<file path="config.mk">
export PLATFORM = sky130hd
export DESIGN_NAME = instruction_feeder
export DESIGN_NICKNAME = d
export VERILOG_FILES = /design/src/rtl/instruction_feeder.sv
export SDC_FILE = /design/constraint.sdc
export NUM_CORES = 1
export LEC_CHECK = 0
export ABC_AREA = 1
export BUFFER_PORTS_ARGS = -buffer_cell sky130_fd_sc_hd__buf_2
export CAP_MARGIN = 30
export CORE_MARGIN = 2
export CORE_UTILIZATION = 41
export DETAILED_ROUTE_END_ITERATION = 7
export GPL_TIMING_DRIVEN = 0
export SYNTH_ARGS = -nofsm -noshare
export SYNTH_HDL_FRONTEND = slang
export SYNTH_SLANG_ARGS = --single-unit
</file>
<file path="constraint.sdc">
create_clock -name clock -period 3.8 [get_ports clock]
set_clock_uncertainty 0.1 [all_clocks]
set_input_delay 0.19 -clock clock [delete_from_list [all_inputs] [get_ports clock]]
set_output_delay 0.19 -clock clock [all_outputs]
set_load 0.01 [all_outputs]
</file>
<file path="src/rtl/instruction_feeder.sv">
// Debounced push/step key front end feeding an 8-word instruction FIFO into the processor.
// Optional INSTR_FEEDER_REPLAY_EN adds a `replay` input that recirculates issued words.
module instruction_feeder #(
    parameter int WIDTH           = 8,
    parameter int DEPTH           = 8,
    parameter int DEBOUNCE_CYCLES = 4
) (
    input  logic                       clock,
    input  logic                       reset,
    input  logic                       push_key,
    input  logic                       step_key,
`ifdef INSTR_FEEDER_REPLAY_EN
    input  logic                       replay,
`endif
    input  logic [WIDTH-1:0]           instruction_in,
    output logic [WIDTH-1:0]           instruction_out,
    output logic                       proc_step,
    output logic [$clog2(DEPTH+1)-1:0] count,
    output logic                       full,
    output logic                       empty,
    output logic                       overflow
);

    localparam int CW   = $clog2(DEPTH + 1);
    localparam int PW   = $clog2(DEPTH);
    localparam int DW   = $clog2(DEBOUNCE_CYCLES + 1);
    localparam int PUSH = 0;
    localparam int STEP = 1;

    typedef enum logic [1:0] {IDLE, LOAD, STROBE, RELEASE} state_t;

    state_t           state_q, state_d;
    logic [1:0]       sync1_q, sync2_q;
    logic [1:0]       level_q, level_d;
    logic [1:0]       press_evt;
    logic [DW-1:0]    db_cnt_q [2];
    logic [DW-1:0]    db_cnt_d [2];
    logic [WIDTH-1:0] mem [DEPTH];
    logic [PW-1:0]    wr_ptr_q, wr_ptr_d;
    logic [PW-1:0]    rd_ptr_q, rd_ptr_d;
    logic [PW-1:0]    push_addr;
    logic [CW-1:0]    count_q, count_d;
    logic             overflow_q, overflow_d;
    logic [WIDTH-1:0] instr_q, instr_d;
    logic             do_pop;
    logic             replay_wr;
    logic             push_ok;

    // A key level only flips after DEBOUNCE_CYCLES consecutive disagreeing samples.
    always_comb begin
        for (int i = 0; i < 2; i++) begin
            level_d[i]  = level_q[i];
            db_cnt_d[i] = '0;
            if (sync2_q[i] != level_q[i]) begin
                if (db_cnt_q[i] == DW'(DEBOUNCE_CYCLES - 1)) begin
                    level_d[i] = ~level_q[i];
                end else begin
                    db_cnt_d[i] = db_cnt_q[i] + DW'(1);
                end
            end
            press_evt[i] = level_q[i] & ~level_d[i];
        end
    end

    always_comb begin
        state_d = state_q;
        case (state_q)
            IDLE:    if (press_evt[STEP] && count_q != '0) state_d = LOAD;
            LOAD:    state_d = STROBE;
            STROBE:  state_d = RELEASE;
            RELEASE: if (level_q[STEP]) state_d = IDLE;
            default: state_d = IDLE;
        endcase
    end

    always_comb begin
        proc_step = (state_q == STROBE);
    end

    // A pop frees a slot in the same cycle, so a push while full still fits unless replay refills it.
    always_comb begin
        do_pop = (state_q == LOAD);
`ifdef INSTR_FEEDER_REPLAY_EN
        replay_wr = do_pop & replay;
`else
        replay_wr = 1'b0;
`endif
        push_ok    = press_evt[PUSH] & ((count_q != CW'(DEPTH)) | (do_pop & ~replay_wr));
        push_addr  = wr_ptr_q + PW'(replay_wr);
        wr_ptr_d   = wr_ptr_q + PW'(replay_wr) + PW'(push_ok);
        rd_ptr_d   = rd_ptr_q + PW'(do_pop);
        count_d    = count_q + CW'(push_ok) - CW'(do_pop & ~replay_wr);
        overflow_d = overflow_q | (press_evt[PUSH] & ~push_ok);
        instr_d    = do_pop ? mem[rd_ptr_q] : instr_q;
    end

    always_ff @(posedge clock or posedge reset) begin
        if (reset) begin
            state_q    <= IDLE;
            sync1_q    <= 2'b11;
            sync2_q    <= 2'b11;
            level_q    <= 2'b11;
            db_cnt_q   <= '{default: '0};
            wr_ptr_q   <= '0;
            rd_ptr_q   <= '0;
            count_q    <= '0;
            overflow_q <= 1'b0;
            instr_q    <= '0;
        end else begin
            state_q    <= state_d;
            sync1_q    <= {step_key, push_key};
            sync2_q    <= sync1_q;
            level_q    <= level_d;
            db_cnt_q   <= db_cnt_d;
            wr_ptr_q   <= wr_ptr_d;
            rd_ptr_q   <= rd_ptr_d;
            count_q    <= count_d;
            overflow_q <= overflow_d;
            instr_q    <= instr_d;
        end
    end

    // Storage is not reset; stale words are unreachable once the pointers clear.
    always_ff @(posedge clock) begin
        if (replay_wr) mem[wr_ptr_q] <= mem[rd_ptr_q];
        if (push_ok)   mem[push_addr] <= instruction_in;
    end

    assign instruction_out = instr_q;
    assign count           = count_q;
    assign full            = (count_q == CW'(DEPTH));
    assign empty           = (count_q == '0);
    assign overflow        = overflow_q;

endmodule

</file>
# Word-level counts from Yosys, hierarchy flattened
# Memories as Yosys holds them, arrays and structs flattened. A register that Yosys moved wholly into a read port is not among the register bits.
# Index checks and enable logic that the tools add are counted.
# totals
regBits,25
mem_bits_rw,64
inputBits,12
out_inout_bits,16
elab_cells,57
memories,1
# memory_table
memory,depth,word_bits,read_ports,rd_clocked_by_memory_dff,wr,line,source
mem,8,8,1,1,1,38,logic [WIDTH-1:0] mem [DEPTH];
# op_classes
add_sub_neg,6
eq_ne,11
n_mux,13
bitwise_logic,11
reduce_logical,5
# ops
op,n
$mux 3,4
$pmux 2 s4,1
$add 3x1->3,2
$add 3x1->3 const B,2
$eq 3x2->1 const B,2
$mux 1,6
$not 1->1,5
$add 4x1->4,1
$and 1x1->1,4
$eq 2x2->1 const B,2
$eq 4x4->1 const B,1
$logic_not 4->1,1
$mux 2,2
$ne 2x2->1 const B,2
$ne 4x4->1 const B,1
$reduce_bool 4->1,1
$sub 4x1->4,1
$eq 2x1->1 const B,1
$logic_not 2->1,1
$ne 1x1->1,2
$or 1x1->1,2
$reduce_and 2->1,1
$logic_and 1x1->1,1

# Logic depth before layout (Yosys ltp)
# Gate-level depths: netlist of the first run.
# depth
word_depth,9
mapped_depth,13

# Worst setup path after synthesis of the first run
# Ideal clock, no wire load.
# synth_timing
kind,register to register
start,register state_q[1]
end,register count_q[2] (netlist: count[2])
setup_ps,123
arrival_time_ps,1817
required_time_ps,3577
slack_ps,1760
path_stages_with_launch,12
n_path_buf,1
path_cell_list,dfrtp_1 inv_1 ha_1 buf_4 inv_1 nor2_1 inv_1 nand2_1 ha_1 inv_1 fa_1 xnor2_1
# synth_between
elab_chain_len,5
# synth_lines
element,line,source
from (decl),32,"state_t state_q, state_d;"
from (signal assigned),110,state_q <= state_d;
$eq 2x1->1 *,82,do_pop = (state_q == LOAD);
$or 1x1->1,88,push_ok = press_evt[PUSH] & ((count_q != CW'(DEPTH)) | (do_pop & ~replay_wr));
$and 1x1->1,88,
$add 4x1->4,92,count_d = count_q + CW'(push_ok) - CW'(do_pop & ~replay_wr);
$sub 4x1->4 *,92,
via count_d[2],42,"logic [CW-1:0] count_q, count_d;"
to (signal assigned),117,count_q <= count_d;
to (decl),42,
# Mark *: on every way through the listed nets, which the timed path passes. The rest lies on a longest branch.
# A chain may end at the register's enable or synchronous reset.

# Worst setup path after layout of the first run
# layout_timing
start,register state_q[1]
end,"memory mem[2][6], enable pin"
# layout_between
elab_chain_len,5
# layout_lines
element,line,source
$eq 2x1->1,82,
$or 1x1->1,88,
$and 1x1->1,88,
$mux 1,126,if (push_ok) mem[push_addr] <= instruction_in;
$mux 1 (implied by the code),126,
to (decl),38,
# Every way passes these cells.

==> metrics.yaml, run 1 <==
run_status: "finished clean"
synth_area_mm2: 0.004280
swShare: 0.3748
synthTopCellsByArea: "sky130_fd_sc_hd__edfxtp_1 45%, sky130_fd_sc_hd__dfrtp_1 16%, sky130_fd_sc_hd__nand2_1 9.0%"
via_count_of_the_first_global_routing_pass: 2601
p_r_area_growth_vs_syn_pct: 13.77
synth.lib_cells_used.distinct: 27
ys.flop_type: "sky130_fd_sc_hd__edfxtp_1"
timing.setup.critical_path_class: "reg -> reg"
core_region_area_mm2: 0.01023
detailedPlace.worstSlack_ns: 1.281
hold_path_depth: 1
yosysTopAreaCellShare: 0.4490
power.combinational.fraction: 0.393
whs_endpoint: "mem[6][2]$_DFFE_PP_"
worst_ep_arrival_time_ns: 2.39
cp_data_required_time_ns: 3.69
die_area_mm2: 0.01127
cellPowerDensity_mw_per_mm2: 657.0
route.detailed.vias_per_inst: 4.623
synth_edf_count: 64
drc_errors: 0
detailroute.via_count: 2723
layout_worst_path_cycle_share: 0.6582
clk_pin_slew_ns: 0.09
final_setup_violation_count: 0
reg2reg_setup_slack_ns: 1.30
maxCapViolations: 0
clkPwrFrac: 0.177
gp_congestion: 0.7733
finalNetCount: 477
cts.sinks: 97
drt_iter0_markers: 172
crit_path_start_kind: "flip-flop"
clock.fmax_mhz: 399.8
wire_length_of_the_first_global_routing_pass_um: 13330
worstRegToRegCells: 9
layout-drive-gt1-share: 0.1788
synth-seq-cells: 97
final-max-slew-violation-count: 0
internal_power_uw: 2000
totalPowerFinal_uw: 3199
postRouteAntennaNets: 0
fin_crit_ns: 2.501
finish.utilization: 0.4760
cp-end-kind: "flip-flop"
total_routed_wirelength_um: 8401
route.detailed.wl_per_inst_um: 14.26
hpwl_um: 5564
number_of_antenna_violations_at_the_first_check_in_global_routing: 0
cts-buffers-inserted: 9
timing.final.hold_violations: 0
ir_drop_mv: 0.2254
start_util: 0.4184
grt_max_degree: 21
synthesis.area_per_instance_um2: 10.75
clkLatencyLatePin_ns: 0.36
io_buffer_count: 27
rsz_0062_raised_after_global_routing: "no"
leakage_power_total_uw: 0.002238
seq_power_share: 0.430
timing.hold.worst.class: "in -> reg"
cts.path.max_buffers: 2
regToRegEndpoint: "mem[2][6]$_DFFE_PP_"
mappedNetlistNets: 427
synth_top_cells_by_count: "103 x sky130_fd_sc_hd__nand2_1, 68 x sky130_fd_sc_hd__inv_1, 64 x sky130_fd_sc_hd__edfxtp_1, 51 x sky130_fd_sc_hd__nand3_1, 27 x sky130_fd_sc_hd__dfrtp_1"
grt_residual_overflow: 0
postSynthCellCount: 398
worst_hold_startpoint: "instruction_in[2]"
pin_count: 28
worstReg2RegStart: "state_q[1]$_DFFE_PP0P_"
ctsRootBufferMaster: "sky130_fd_sc_hd__clkbuf_8"
path_max_fanout: 9
asyncSetResetFlopFracSynth: 0.3402
synth-warning-count: 0
htree_num_levels: 3
netlist.top_cell.by_area: "sky130_fd_sc_hd__edfxtp_1"
detailedRoute.firstPassIterationCount: 5
die_w_um: 106.2
cts_resized: 0
std_cell_rows: 37
synth.most_common_cell: "sky130_fd_sc_hd__nand2_1"
seq_area_frac_synth: 0.6437
diodes: 0
worst_slew_margin_rel: 0.3602
fin_ws_ns: 1.299
finish.instance_area_mm2: 0.004870
fin_tns_setup_ns: 0
clock_tree_from_tritoncts: "built"
global_route.usage.total: 0.1621
die-height_um: 106.2
p_switching_uw: 1199
placed_cell_area_mm2: 0.004601
worst_pin_slew_ns: 0.9562
layer usage:
metal  vias to the layer above  routed length [µm]  GRT usage
li1                       1364                   -          -
met1                      1279                3504     0.2036
met2                        63                4185     0.2660
met3                        17                 439    0.02146
met4                         0                 272    0.09962
met5                         -                   0          0
worst max-delay path, stage by stage, from the launching register on:
cell	delay, ns
sky130_fd_sc_hd__dfrtp_1	0.42
sky130_fd_sc_hd__inv_1	0.12
sky130_fd_sc_hd__ha_1	0.18
sky130_fd_sc_hd__buf_4	0.20
sky130_fd_sc_hd__inv_1	0.08
sky130_fd_sc_hd__nand2_1	0.07
sky130_fd_sc_hd__nand2_1	0.05
sky130_fd_sc_hd__inv_2	0.09
sky130_fd_sc_hd__nand2_2	0.08
sky130_fd_sc_hd__nor2_1	0.73
state kept, by name, indices dropped and copies added (netlist names):
signal	flops
instruction_out	8
sync1_q	2
sync2_q	2
state_q	2
level_q	2
count	4
mem	64
rd_ptr_q	3
overflow	1
db_cnt_q	6
wr_ptr_q	3
layout by cell type, fill, tap and decap left out, types with 3 or more instances in the layout:
cell type,instances
sky130_fd_sc_hd__dlygate4sd3_1,10
sky130_fd_sc_hd__nand3_1,51
sky130_fd_sc_hd__o21ai_0,3
sky130_fd_sc_hd__clkbuf_8,9
sky130_fd_sc_hd__dfstp_2,6
sky130_fd_sc_hd__nand2_2,13
sky130_fd_sc_hd__inv_1,68
sky130_fd_sc_hd__xnor2_1,4
sky130_fd_sc_hd__clkinv_2,3
sky130_fd_sc_hd__dfrtp_1,27
sky130_fd_sc_hd__buf_6,4
sky130_fd_sc_hd__nor2_1,14
sky130_fd_sc_hd__ha_1,16
sky130_fd_sc_hd__edfxtp_1,64
sky130_fd_sc_hd__nand2_1,103
sky130_fd_sc_hd__buf_2,30
sky130_fd_sc_hd__buf_4,6
through the flow:
stage / hold WS (ns) / std cells
after floorplan: 0.09448 / 398
after global placement: 0.1958 / 561
after detailed placement: 0.1983 / 562
after CTS: 0.0006078 / 588
after global routing: 0.02741 / 589
final: 0.01341 / 589
worst max path at each step:
stage / start / end / slack (ns)
3_5_place_dp: state_q[1]$_DFFE_PP0P_ / mem[3][6]$_DFFE_PP_ / 1.28
5_1_grt: state_q[1]$_DFFE_PP0P_ / mem[3][2]$_DFFE_PP_ / 1.13
3_3_place_gp: state_q[1]$_DFFE_PP0P_ / mem[2][2]$_DFFE_PP_ / 1.29
4_1_cts: state_q[1]$_DFFE_PP0P_ / mem[3][6]$_DFFE_PP_ / 1.26
2_1_floorplan: state_q[1]$_DFFE_PP0P_ / count[2]$_DFF_PP0_ / 1.76
6_report: state_q[1]$_DFFE_PP0P_ / mem[2][6]$_DFFE_PP_ / 1.30
area by class of cell:
class	instances	area [µm²]
Sequential cell	97	2755
Tap cell	136	170.2
Fill cell	919	5361
Multi-Input combinational cell	217	1134
Timing Repair Buffer	39	257.7
Inverter	71	274.0
Buffer	13	117.6
Clock buffer	9	123.9
Clock inverter	7	37.54
power groups by stage:
stage	combinational, µW	sequential, µW	clock (µW)
2_1_floorplan	858	1410	0
3_3_place_gp	1220	1390	0
3_5_place_dp	1260	1400	0
4_1_cts	1280	1380	587
5_1_grt	1410	1400	627
6_report	1260	1380	567
cells by family (layout without fill, tap and decap cells):
kind of cell / after synthesis / after routing / share of synthesized area
adder cells (fa/ha/maj): 17 / 17 / 0.05145
buffers and inverters: 84 / 139 / 0.09149
AND/OR/NAND/NOR: 187 / 187 / 0.1915
flip-flops: 97 / 97 / 0.6437
AO/OA/AOI/OAI: 7 / 7 / 0.009646
XOR/XNOR: 6 / 6 / 0.01228
timing repair:
item / 4_1_cts / 5_1_grt
endpoints found under the setup margin: 0 / 0
endpoints found under the hold margin: 64 / 0
buffers inserted: 0 / 0
hold buffers: 10 / 0
(Power assumes the default switching activity.)
==> inputs of run 2 (changes only) <==
==> constraint.sdc (replaced) <==
create_clock -name clock -period 2.2 [get_ports clock]
set_clock_uncertainty 0.1 [all_clocks]
set_input_delay 0.11 -clock clock [delete_from_list [all_inputs] [get_ports clock]]
set_output_delay 0.11 -clock clock [all_outputs]
set_load 0.01 [all_outputs]
==> metrics.yaml, run 2 (synthesized netlist as in run 1, its figures left out) <==
htree_num_levels: 3  # unchanged
cp_data_required_time_ns: 2.35  # -1.34 ns
clock.fmax_mhz: 474.0  # +19%
largest_reg_flops: 64  # unchanged
crit_buf_inv: 4  # unchanged
placed_cell_area_mm2: 0.004601  # unchanged
postRouteAntennaNets: 0  # unchanged
maxCapViolations: 0  # unchanged
clkLatencyLatePin_ns: 0.37  # about the same
largest-register: "mem"
fin_crit_ns: 2.109  # -0.3917 ns
p_switching_uw: 2125  # +77%
final-max-slew-violation-count: 0  # unchanged
wire_length_of_the_first_global_routing_pass_um: 13430  # +0.78%
run_status: "finished clean"
layout_common_cells: "103 x sky130_fd_sc_hd__nand2_1, 67 x sky130_fd_sc_hd__inv_1, 64 x sky130_fd_sc_hd__edfxtp_1"
die_area_mm2: 0.01127  # unchanged
clkPwrFrac: 0.173  # -0.004
cpPeakStageDelay_ns: 0.46  # -0.27 ns
diodes: 0  # unchanged
hold_path_depth: 0  # -1
cts.path.max_buffers: 2  # unchanged
layout_worst_path_cycle_share: 0.9589  # +0.3006
global_route.usage.total: 0.1627  # +0.0006615
worst_path_max_delay_cell: "sky130_fd_sc_hd__dfrtp_2"
start_util: 0.4184  # unchanged
route.detailed.vias_per_inst: 4.622  # about the same
internal_power_uw: 3547  # +77%
regToRegEndpoint: "count[2]$_DFF_PP0_"
number_of_antenna_violations_at_the_first_check_in_global_routing: 0  # unchanged
final_setup_violation_count: 0  # unchanged
ctsRootBufferMaster: "sky130_fd_sc_hd__clkbuf_8"
leakage_power_total_uw: 0.002262  # +1.1%
timing.hold.worst.class: "reg -> reg"
clk_pin_slew_ns: 0.08  # about the same
finish.utilization: 0.4893  # +0.01333
p_r_area_growth_vs_syn_pct: 16.95
drt_iter0_markers: 153  # -11%
layout-drive-gt1-share: 0.2123  # +0.03345
fin_worst_hold_slack_ns: 0.2592  # +0.2458 ns
cp-end-kind: "flip-flop"
timing.final.hold_violations: 0  # unchanged
finalNetCount: 481  # +0.84%
crit_path_start_kind: "flip-flop"
std_cell_rows: 37  # unchanged
finish.instance_area_mm2: 0.005006  # +2.8%
power.combinational.fraction: 0.406  # +0.013
die_w_um: 106.2  # unchanged
worstRegToRegCells: 10  # +1
whs_endpoint: "sync2_q[0]$_DFF_PP1_"
total_routed_wirelength_um: 8391  # -0.12%
worstReg2RegStart: "state_q[0]$_DFFE_PP0P_"
via_count_of_the_first_global_routing_pass: 2634  # +1.3%
route.detailed.wl_per_inst_um: 14.15  # -0.79%
reg2reg_setup_slack_ns: 0.09  # -1.21 ns
timing.critical_path.max_delay_family: "adder cells"
io_buffer_count: 27  # unchanged
crit_path_cell_trace: "ha_4 -> buf_8 -> inv_1 -> buf_6 -> nand2_1 -> nand2_1 -> ha_2 -> inv_1 -> fa_1 -> xnor2_1"
path_max_fanout: 10  # +1
gp_congestion: 0.7733  # unchanged
worst_hold_startpoint: "sync1_q[0]$_DFF_PP1_"
die-height_um: 106.2  # unchanged
grt_max_degree: 21  # unchanged
swShare: 0.3747  # about the same
hpwl_um: 5564  # unchanged
ir_drop_mv: 0.3909  # +73%
cts-buffers-inserted: 9  # unchanged
drc_errors: 0  # unchanged
worst_pin_slew_ns: 0.7973  # -0.1589 ns
detailedRoute.firstPassIterationCount: 4  # -1
worst_slew_margin_rel: 0.4679  # +0.1077
cellPowerDensity_mw_per_mm2: 1133  # +72%
cts.sinks: 97  # unchanged
detailroute.via_count: 2741  # +0.66%
seq_power_share: 0.421  # -0.009
num-fill-cells: 901  # -2.0%
core_region_area_mm2: 0.01023  # unchanged
worst_ep_arrival_time_ns: 2.26  # -0.13 ns
grt_residual_overflow: 0  # unchanged
final_common_cell: "sky130_fd_sc_hd__nand2_1"
pin_count: 28  # unchanged
timing.setup.critical_path_class: "reg -> reg"
clock_tree_from_tritoncts: "built"
[run 2: cell count changes in the layout (fill, tap and decap cells not counted), moves of 2 or more]
cell                     delta
sky130_fd_sc_hd__ha_1       -2
sky130_fd_sc_hd__nor2_4     +9
sky130_fd_sc_hd__nor2_1     -9
sky130_fd_sc_hd__buf_4      +2
[run 2: layout make-up]
class | count | area [µm²] | area share
multi-input cells | 217 | 1222 | 0.2442
repair buffers | 43 | 290.3 | 0.05799
well taps | 136 | 170.2 | 0.03399
clock buffers | 9 | 123.9 | 0.02474
clock inverters | 7 | 37.54 | 0.007498
flip-flops and latches | 97 | 2756 | 0.5506
inverters | 71 | 274.0 | 0.05474
plain buffers | 13 | 131.4 | 0.02624
[run 2: worst register-to-register path: cells and delay by family (launching register included)]
family	cells	cell delay, ns
XOR/XNOR	1	0.14
adder cells (fa/ha/maj)	3	0.74
buffers and inverters	4	0.44
flip-flops	1	0.46
AND/OR/NAND/NOR	2	0.13
[run 2: stage by stage]
stage | std cells | worst slack (ns) | TNS [ns] | total power [µW]
floorplan | 398 | 0.1604 | 0 | 3925
global placement | 561 | -0.3140 | -14.78 | 4516
detailed placement | 562 | -0.3192 | -15.33 | 4599
CTS | 590 | 0.003290 | 0 | 5664
global route | 593 | -0.006213 | -0.007179 | 6092
finish | 593 | 0.09050 | 0 | 5671
[run 2: power groups by stage]
| stage | Sequential, µW | Clock, µW | Combinational (µW) |
|---|---|---|---|
| finish | 2390 | 983 | 2300 |
| global route | 2430 | 1080 | 2580 |
| CTS | 2380 | 1010 | 2270 |
| detailed placement | 2420 | 0 | 2180 |
| global placement | 2410 | 0 | 2110 |
| floorplan | 2440 | 0 | 1480 |
[run 2: worst max-delay path by stage]
stage,cells past startpoint,slack (ns),endpoint,startpoint
after floorplan,11,0.16,count[2]$_DFF_PP0_,state_q[1]$_DFFE_PP0P_
after global placement,9,-0.31,mem[2][2]$_DFFE_PP_,state_q[1]$_DFFE_PP0P_
final,10,0.09,count[2]$_DFF_PP0_,state_q[0]$_DFFE_PP0P_
after global routing,13,-0.006,count[2]$_DFF_PP0_,state_q[1]$_DFFE_PP0P_
after detailed placement,9,-0.32,mem[3][6]$_DFFE_PP_,state_q[1]$_DFFE_PP0P_
after CTS,13,0.003,count[2]$_DFF_PP0_,state_q[1]$_DFFE_PP0P_
[run 2: metal layers]
| layer | GRT usage | wire length, µm | up-vias |
|---|---|---|---|
| met5 | 0 | 0 | - |
| met4 | 0.09962 | 264 | 0 |
| met3 | 0.02146 | 265 | 16 |
| met2 | 0.2706 | 4240 | 48 |
| met1 | 0.2016 | 3621 | 1301 |
| li1 | - | - | 1376 |
[run 2: repair_timing]
action	4_1_cts	5_1_grt
hold buffers	11	0
endpoints found under the setup margin	66	2
gates resized for setup	22	6
endpoints found under the hold margin	79	0
setup buffers	1	3
gates cloned	0	0
pin swaps	0	0
